==> config.mk <==
export PLATFORM = sky130hd
export DESIGN_NAME = ring_osc_meter_flat
export DESIGN_NICKNAME = d
export VERILOG_FILES = /design/src/rtl/ring_osc_meter_pkg.sv /design/src/rtl/ring_osc_meter_if.sv /design/src/rtl/ring_osc_meter_stage_chain.sv /design/src/rtl/ring_osc_meter.sv /design/src/flat_wrapper.sv
export SDC_FILE = /design/constraint.sdc
export NUM_CORES = 1
export LEC_CHECK = 0
export CORE_MARGIN = 10
export CORE_UTILIZATION = 49
export CTS_CLUSTER_SIZE = 14
export DETAILED_ROUTE_END_ITERATION = 7
export PLACE_DENSITY = 0.85
export SLEW_MARGIN = 20
export SYNTH_ARGS = -nofsm -noshare
export SYNTH_HDL_FRONTEND = slang
export SYNTH_SLANG_ARGS = --single-unit
==> constraint.sdc <==
create_clock -name clk -period 2.4 [get_ports clk]
set_clock_uncertainty 0.2 [all_clocks]
set_input_delay 0.72 -clock clk [delete_from_list [all_inputs] [get_ports clk]]
set_output_delay 0.72 -clock clk [all_outputs]
set_load 0.05 [all_outputs]
==> src/rtl/ring_osc_meter_pkg.sv <==
// Ring-oscillator delay meter: shared types and constants.
// FSM states, settle/synchroniser depths, select-width helper.
`timescale 1ns/1ps
package ring_osc_meter_pkg;

  typedef enum logic [1:0] {
    IDLE,
    SETTLE,
    GATE,
    DONE
  } state_t;

  localparam int SETTLE_CYC  = 4;
  localparam int SYNC_STAGES = 2;
  localparam int SET_W       = $clog2(SETTLE_CYC);

  function automatic int sel_width(input int n);
    return (n > 1) ? $clog2(n) : 1;
  endfunction

endpackage

==> src/rtl/ring_osc_meter_if.sv <==
// Ring-oscillator delay meter: host and ring-loop signal bundle.
// ring_o/ring_fb carry each ring's loop through the tile switches.
`timescale 1ns/1ps
interface ring_osc_meter_if #(
  parameter int N_RINGS = 4,
  parameter int GATE_W  = 16,
  parameter int CNT_W   = 16
);
  import ring_osc_meter_pkg::*;

  localparam int SEL_W = sel_width(N_RINGS);

  logic               start;
  logic [SEL_W-1:0]   ring_sel;
  logic [GATE_W-1:0]  gate_len;
  logic               busy;
  logic               done;
  logic [CNT_W-1:0]   count;
  logic               overflow;
  logic               ring_tap;
  logic [N_RINGS-1:0] ring_o;
  logic [N_RINGS-1:0] ring_fb;

  modport master (
    output start, ring_sel, gate_len, ring_fb,
    input  busy, done, count, overflow, ring_tap, ring_o
  );

  modport slave (
    input  start, ring_sel, gate_len, ring_fb,
    output busy, done, count, overflow, ring_tap, ring_o
  );

endinterface

==> src/rtl/ring_osc_meter_stage_chain.sv <==
// Gated inverter chain (NAND + inverters) with ripple prescaler.
// Loop closes outside through fb_i; prescaler cleared while en_i low.
`timescale 1ns/1ps
module ring_osc_stage_chain #(
  parameter int N_STAGES = 5,
  parameter int DIV_W    = 4
) (
  input  logic en_i,
  input  logic fb_i,
  output logic osc_o,
  output logic tap_o
);

  (* dont_touch = "true", keep = "true" *)
  logic [N_STAGES-1:0] node;
  logic [DIV_W-1:0]    div;

  nand g_nand (node[0], en_i, fb_i);

  for (genvar s = 1; s < N_STAGES; s++) begin : g_inv
    not g_not (node[s], node[s-1]);
  end

  assign osc_o = node[N_STAGES-1];

  for (genvar b = 0; b < DIV_W; b++) begin : g_div
    logic ck;
    logic t_q;
    if (b == 0) begin : g_first
      assign ck = osc_o;
    end else begin : g_next
      assign ck = ~div[b-1];
    end
    // toggle stage; enable low is the only async clear in the block
    always_ff @(posedge ck or negedge en_i) begin
      if (!en_i) t_q <= 1'b0;
      else       t_q <= ~t_q;
    end
    assign div[b] = t_q;
  end

  assign tap_o = div[DIV_W-1];

endmodule

==> src/rtl/ring_osc_meter.sv <==
// Ring-oscillator delay meter top: FSM, gate window, sync, counter.
// One ring enabled per measurement; prescaled edges counted in clk.
`timescale 1ns/1ps
module ring_osc_meter #(
  parameter int N_RINGS  = 4,
  parameter int N_STAGES = 5,
  parameter int DIV_W    = 4,
  parameter int GATE_W   = 16,
  parameter int CNT_W    = 16
) (
  input logic             clk,
  input logic             rst,
  ring_osc_meter_if.slave bus
);
  import ring_osc_meter_pkg::*;

  localparam int SEL_W = sel_width(N_RINGS);

  state_t                state_q, state_d;
  logic [GATE_W-1:0]     gate_q, gate_d;
  logic [SET_W-1:0]      set_q, set_d;
  logic [N_RINGS-1:0]    en_q, en_d;
  logic [CNT_W-1:0]      cnt_q, cnt_d;
  logic                  ovf_q, ovf_d;
  logic [SYNC_STAGES-1:0] sync_q;
  logic                  edge_q;
  logic [N_RINGS-1:0]    ring_en;
  logic [N_RINGS-1:0]    tap_msb;
  logic                  tap;
  logic                  rise;

  // reset kills the ring combinationally, not one edge later
  assign ring_en = rst ? '0 : en_q;

  for (genvar r = 0; r < N_RINGS; r++) begin : g_ring
    ring_osc_stage_chain #(
      .N_STAGES (N_STAGES),
      .DIV_W    (DIV_W)
    ) u_chain (
      .en_i  (ring_en[r]),
      .fb_i  (bus.ring_fb[r]),
      .osc_o (bus.ring_o[r]),
      .tap_o (tap_msb[r])
    );
  end

  // at most one enable is set, so the OR acts as the select mux
  assign tap  = |(tap_msb & ring_en);
  assign rise = sync_q[SYNC_STAGES-1] & ~edge_q;

  // synchroniser and rising-edge detector for the prescaled tap
  always_ff @(posedge clk) begin
    if (rst) begin
      sync_q <= '0;
      edge_q <= 1'b0;
    end else begin
      sync_q <= {sync_q[SYNC_STAGES-2:0], tap};
      edge_q <= sync_q[SYNC_STAGES-1];
    end
  end

  // measurement state registers
  always_ff @(posedge clk) begin
    if (rst) begin
      state_q <= IDLE;
      gate_q  <= '0;
      set_q   <= '0;
      en_q    <= '0;
      cnt_q   <= '0;
      ovf_q   <= 1'b0;
    end else begin
      state_q <= state_d;
      gate_q  <= gate_d;
      set_q   <= set_d;
      en_q    <= en_d;
      cnt_q   <= cnt_d;
      ovf_q   <= ovf_d;
    end
  end

  // next state: accept start, settle, count window, freeze result
  always_comb begin
    state_d = state_q;
    gate_d  = gate_q;
    set_d   = set_q;
    en_d    = en_q;
    cnt_d   = cnt_q;
    ovf_d   = ovf_q;
    unique case (state_q)
      IDLE, DONE: begin
        if (bus.start) begin
          state_d = SETTLE;
          set_d   = '0;
          cnt_d   = '0;
          ovf_d   = 1'b0;
          gate_d  = (bus.gate_len == '0) ? GATE_W'(1)
                                         : bus.gate_len;
          for (int k = 0; k < N_RINGS; k++) begin
            en_d[k] = (bus.ring_sel == SEL_W'(k));
          end
        end
      end
      SETTLE: begin
        if (set_q == SET_W'(SETTLE_CYC - 1)) begin
          state_d = GATE;
        end else begin
          set_d = set_q + SET_W'(1);
        end
      end
      GATE: begin
        // overflow marks an edge lost at the saturated value
        if (rise) begin
          if (&cnt_q) ovf_d = 1'b1;
          else        cnt_d = cnt_q + CNT_W'(1);
        end
        if (gate_q == GATE_W'(1)) begin
          state_d = DONE;
          en_d    = '0;
        end else begin
          gate_d = gate_q - GATE_W'(1);
        end
      end
      default: state_d = IDLE;
    endcase
  end

  assign bus.busy     = (state_q == SETTLE) || (state_q == GATE);
  assign bus.done     = (state_q == DONE);
  assign bus.count    = cnt_q;
  assign bus.overflow = ovf_q;
  assign bus.ring_tap = tap;

endmodule

==> src/flat_wrapper.sv <==
// flat-port wrapper written by rule: the top's interface ports become plain ports
module ring_osc_meter_flat import ring_osc_meter_pkg::*;
#(
  parameter int N_RINGS  = 4,
  parameter int N_STAGES = 5,
  parameter int DIV_W    = 4,
  parameter int GATE_W   = 16,
  parameter int CNT_W    = 16
)
  (clk, rst, bus_start, bus_ring_sel, bus_gate_len, bus_ring_fb, bus_busy, bus_done, bus_count, bus_overflow, bus_ring_tap, bus_ring_o);
  ring_osc_meter_if #(.N_RINGS(N_RINGS), .GATE_W(GATE_W), .CNT_W(CNT_W)) bus_i ();
  input logic clk;
  input logic rst;
  input wire logic [$bits(bus_i.start)-1:0] bus_start;
  input wire logic [$bits(bus_i.ring_sel)-1:0] bus_ring_sel;
  input wire logic [$bits(bus_i.gate_len)-1:0] bus_gate_len;
  input wire logic [$bits(bus_i.ring_fb)-1:0] bus_ring_fb;
  output wire logic [$bits(bus_i.busy)-1:0] bus_busy;
  output wire logic [$bits(bus_i.done)-1:0] bus_done;
  output wire logic [$bits(bus_i.count)-1:0] bus_count;
  output wire logic [$bits(bus_i.overflow)-1:0] bus_overflow;
  output wire logic [$bits(bus_i.ring_tap)-1:0] bus_ring_tap;
  output wire logic [$bits(bus_i.ring_o)-1:0] bus_ring_o;
  assign bus_i.start = bus_start;
  assign bus_i.ring_sel = bus_ring_sel;
  assign bus_i.gate_len = bus_gate_len;
  assign bus_i.ring_fb = bus_ring_fb;
  assign bus_busy = bus_i.busy;
  assign bus_done = bus_i.done;
  assign bus_count = bus_i.count;
  assign bus_overflow = bus_i.overflow;
  assign bus_ring_tap = bus_i.ring_tap;
  assign bus_ring_o = bus_i.ring_o;
  ring_osc_meter #(.N_RINGS(N_RINGS), .N_STAGES(N_STAGES), .DIV_W(DIV_W), .GATE_W(GATE_W), .CNT_W(CNT_W)) u_core (.clk(clk), .rst(rst), .bus(bus_i));
endmodule
=== After elaboration in Yosys (flattened, before gate mapping) ===
Index checks and enable logic that the tools add are counted.

* Bits in writable memories: 0
* Memories: 0
* Word-level logic and storage cells: 108
* Bits of input ports: 25
* ROM bits: 0
* Register bits: 60
* Output and inout port bits: 24
* Latch bits: 0

* Shift-type cells: 0
* Add/subtract/negate cells: 3
* Eq/ne operators: 16
* Multiply operators: 0
* Div/mod/pow operators: 0
* Order comparisons: 0
* Reductions and logical operators: 15
* Muxes and demuxes: 23
* Bitwise logic cells: 27

{| class="wikitable"
|+ Operator list
! cell !! number
|-
| 16-bit 2-to-1 mux || 6
|-
| 16-bit one-hot mux with 2 select lines || 2
|-
| 1-bit NOT || 21
|-
| 16-bit by 1-bit adder with 16-bit output, second input constant || 1
|-
| 16-bit by 1-bit == test with 1-bit output, second input constant || 1
|-
| 16-bit logical NOT || 1
|-
| 16-bit AND reduction || 1
|-
| 16-bit by 1-bit subtractor with 16-bit output, second input constant || 1
|-
| 4-bit 2-to-1 mux || 3
|-
| 3-bit AND reduction || 4
|-
| 2-bit == test, second input constant || 5
|-
| 2-bit 2-to-1 mux || 5
|-
| 2-bit by 1-bit != test with 1-bit output, second input constant || 4
|-
| 2-bit != test, second input constant || 4
|-
| 4-bit one-hot mux with 2 select lines || 1
|-
| 4-bit AND reduction || 2
|-
| 2-bit one-hot mux with 3 select lines || 1
|-
| 1-bit bitwise AND || 5
|-
| 4-bit bitwise AND || 1
|-
| 2-bit by 1-bit == test with 1-bit output, second input constant || 2
|-
| 2-bit logical NOT || 2
|-
| 2-bit one-hot mux with 2 select lines || 1
|-
| 2-bit nonzero test || 2
|-
| 4-bit OR reduction || 1
|-
| other kinds (5) || 7
|}

=== Depth between registers and ports, before layout ===
* Depth in word-level cells: 4
* Gate-level depth with buffers: 9
* Depth with buffers taken out: 7

=== Modules after synthesis ===
Synthesis repeated with hierarchy kept, for this count alone.

* Cell total of the unflattened synthesis: 386
* Area, all modules: 3,337.0 um^2

{| class="wikitable"
|+ By module, submodules not included
! module !! seq. area each (um^2) !! area each (um^2) !! cells each !! instances
|-
| ring_osc_meter || 880.8 || 2,716.4 || 330 || 1
|-
| ring_osc_stage_chain || 100.1 || 155.1 || 14 || 4
|}

==> results.yml <==
outcome:
  status: "finished, final reports clean"
sta:
  maxSlewHeadroom_pct: 64.31
  worst_pin_slew_ns: 0.5313
  setup_viol: 0
  min_period_ns: 2.372
  max_freq_mhz: 421.6
  finalHoldViolCount: 0
  grt_setup_unrepaired: "yes"
  unclocked_regs: 16
  unconstrained_endpoints: 16
  final.setup.tns_ns: 0
  period_share_pct: 98.84
  slew_violations: 0
drt:
  drc: 0
  drt_pass1_iterations: 5
  routed_via_density: 5.602
  drt_iter0_drc: 191
  vias: 2773
  ant_nets: 0
  routedWlPerCell_um: 14.63
  routed_wl_mm: 7.241
die:
  die_y_um: 100.5
  core_area_um2: 6314
  ios: 49
  die-area_um2: 10090
  die_w_um: 100.5
  initial_core_util_pct: 50.26
  core.rowCount: 29
setup_path:
  cp.required_ns: 1.48
  r2r-start: "u_core.gate_q[0]"
  critical_path_class: "primary input to output port"
  cp_max_fo: 5
  startpoint: "rst"
  endpoint_kind: "output port"
  arrival_ns: 1.45
  startpoint_type: "primary input"
clock_tree:
  clk_pin_slew_ns: 0.08
  cts_buffers: 5
  clock_latency_ns: 0.30
  root_buffer: "clkbuf_8"
  htree_levels: 2
  post_cts_buffers: 0
  cts_tree: "yes"
  cts_hold_buffers: 0
  clock_path_buffers: 2
hold_path:
  min_from: "u_core.sync_q[0]"
  min_path_type: "register to register"
grt:
  gr-total-overflow: 0
  grtUsageTotal_pct: 14.59
  grt_pass1_wl_mm: 12.34
  grt_pass1_vias: 2667
  antenna_found_initial: 0
  grt_max_degree: 36
layout:
  fin_nets: 450
  final_area_um2: 3989
  syn2layout_area_growth_pct: 25.71
  fin_util_pct: 63.18
  drive_gt1_share_pct: 20.57
  diodes: 0
logic_synthesis:
  syn_inst: 360
  syn_area_um2: 3173
  avgSynthCellArea_um2: 8.814
  syn_nets: 393
  yosysWarnings: 0
place:
  place_area_um2: 3862
  numPortBuffers: 48
  gp_congestion: 0.8528
  dp_hpwl_mm: 5.597
run:
  maxCapViolCount: 0
power:
  vdd_drop_max_mv: 0.5682
  power.leakage_uw: 0.001726
  power_density_nw_per_um2: 905.8
[stage by stage]
| step | hold slack [ns] | instances | total power [uW] | setup slack (ns) |
|---|---|---|---|---|
| finish | 0.2406 | 495 | 3613 | 0.02790 |
| global route | 0.2625 | 495 | 3877 | -0.01546 |
| CTS | 0.2429 | 495 | 3593 | 0.001716 |
| detailed placement | 0.2223 | 487 | 3100 | -0.4918 |
| global placement | 0.2252 | 487 | 3029 | -0.4774 |
| floorplan | 0.2138 | 360 | 2471 | 0.007492 |
[registers in the layout (all words and copies together) (netlist names), 2 cells and up]
name and cells:
u_core.gate_q 16, u_core.bus.count 16, u_core.g_ring.u_chain.tap_o 4, u_core.sync_q 2, u_core.set_q 2, u_core.en_q 4
u_core.state_q 2, u_core.g_ring.u_chain.g_div.t_q 12
[worst max-delay path, stage by stage]
cell	delay (ns)
buf_2	0.20
nor2b_4	0.07
a22oi_2	0.21
nand2_2	0.09
buf_12	0.15
[layout by cell type, fill, tap and decap left out, types with 4 or more instances in the layout]
cell	instances
nand4_1	4
dfxtp_1	44
clkdlybuf4s50_1	23
nor2_1	25
inv_1	29
o32ai_1	4
nor4_1	7
nand3_1	11
a22oi_1	4
buf_12	7
ha_1	8
dfrtn_1	16
nor4_4	4
o21ai_0	19
buf_4	38
or3_1	6
a21oi_1	28
and3_1	8
clkbuf_8	6
nand2_1	23
nand2b_1	11
nor3_1	10
mux2_2	5
nor2b_1	9
[area by class of cell]
class	instances	area (um2)
multi-input combinational	250	1727
clock inverter	2	10.01
timing repair buffer	71	683.2
clock buffer	6	82.58
inverter	29	108.9
tap	77	96.34
sequential	60	1281
fill	549	2325
[metal layers]
metal | global-route usage [%] | wire length (um) | vias up
li1 | - | - | 1388
met1 | 17.01 | 3083 | 1294
met2 | 24.63 | 3593 | 82
met3 | 3.841 | 437 | 9
met4 | 6.196 | 127 | 0
met5 | 0 | 0 | -
[what timing repair did]
item / in CTS / in global routing
resized for setup: 7 / 7
setup endpoints to repair: 5 / 11
pin swaps: 0 / 0
[power breakdown]
part | switching (uW) | total [uW] | internal, uW
clock network | 251 | 481 | 230
logic | 1130 | 2060 | 928
registers | 204 | 1080 | 874
total | 1580 | 3610 | 2030
[final timing paths]
path / endpoint / slack, ns / depth (start not counted)
max: bus_ring_tap / 0.03 / 5
max reg2reg: u_core.gate_q[12] / 0.16 / 7
min reg2reg: u_core.sync_q[1] / 0.24 / 1
min: u_core.sync_q[1] / 0.24 / 1
(Power assumes the default switching activity.)
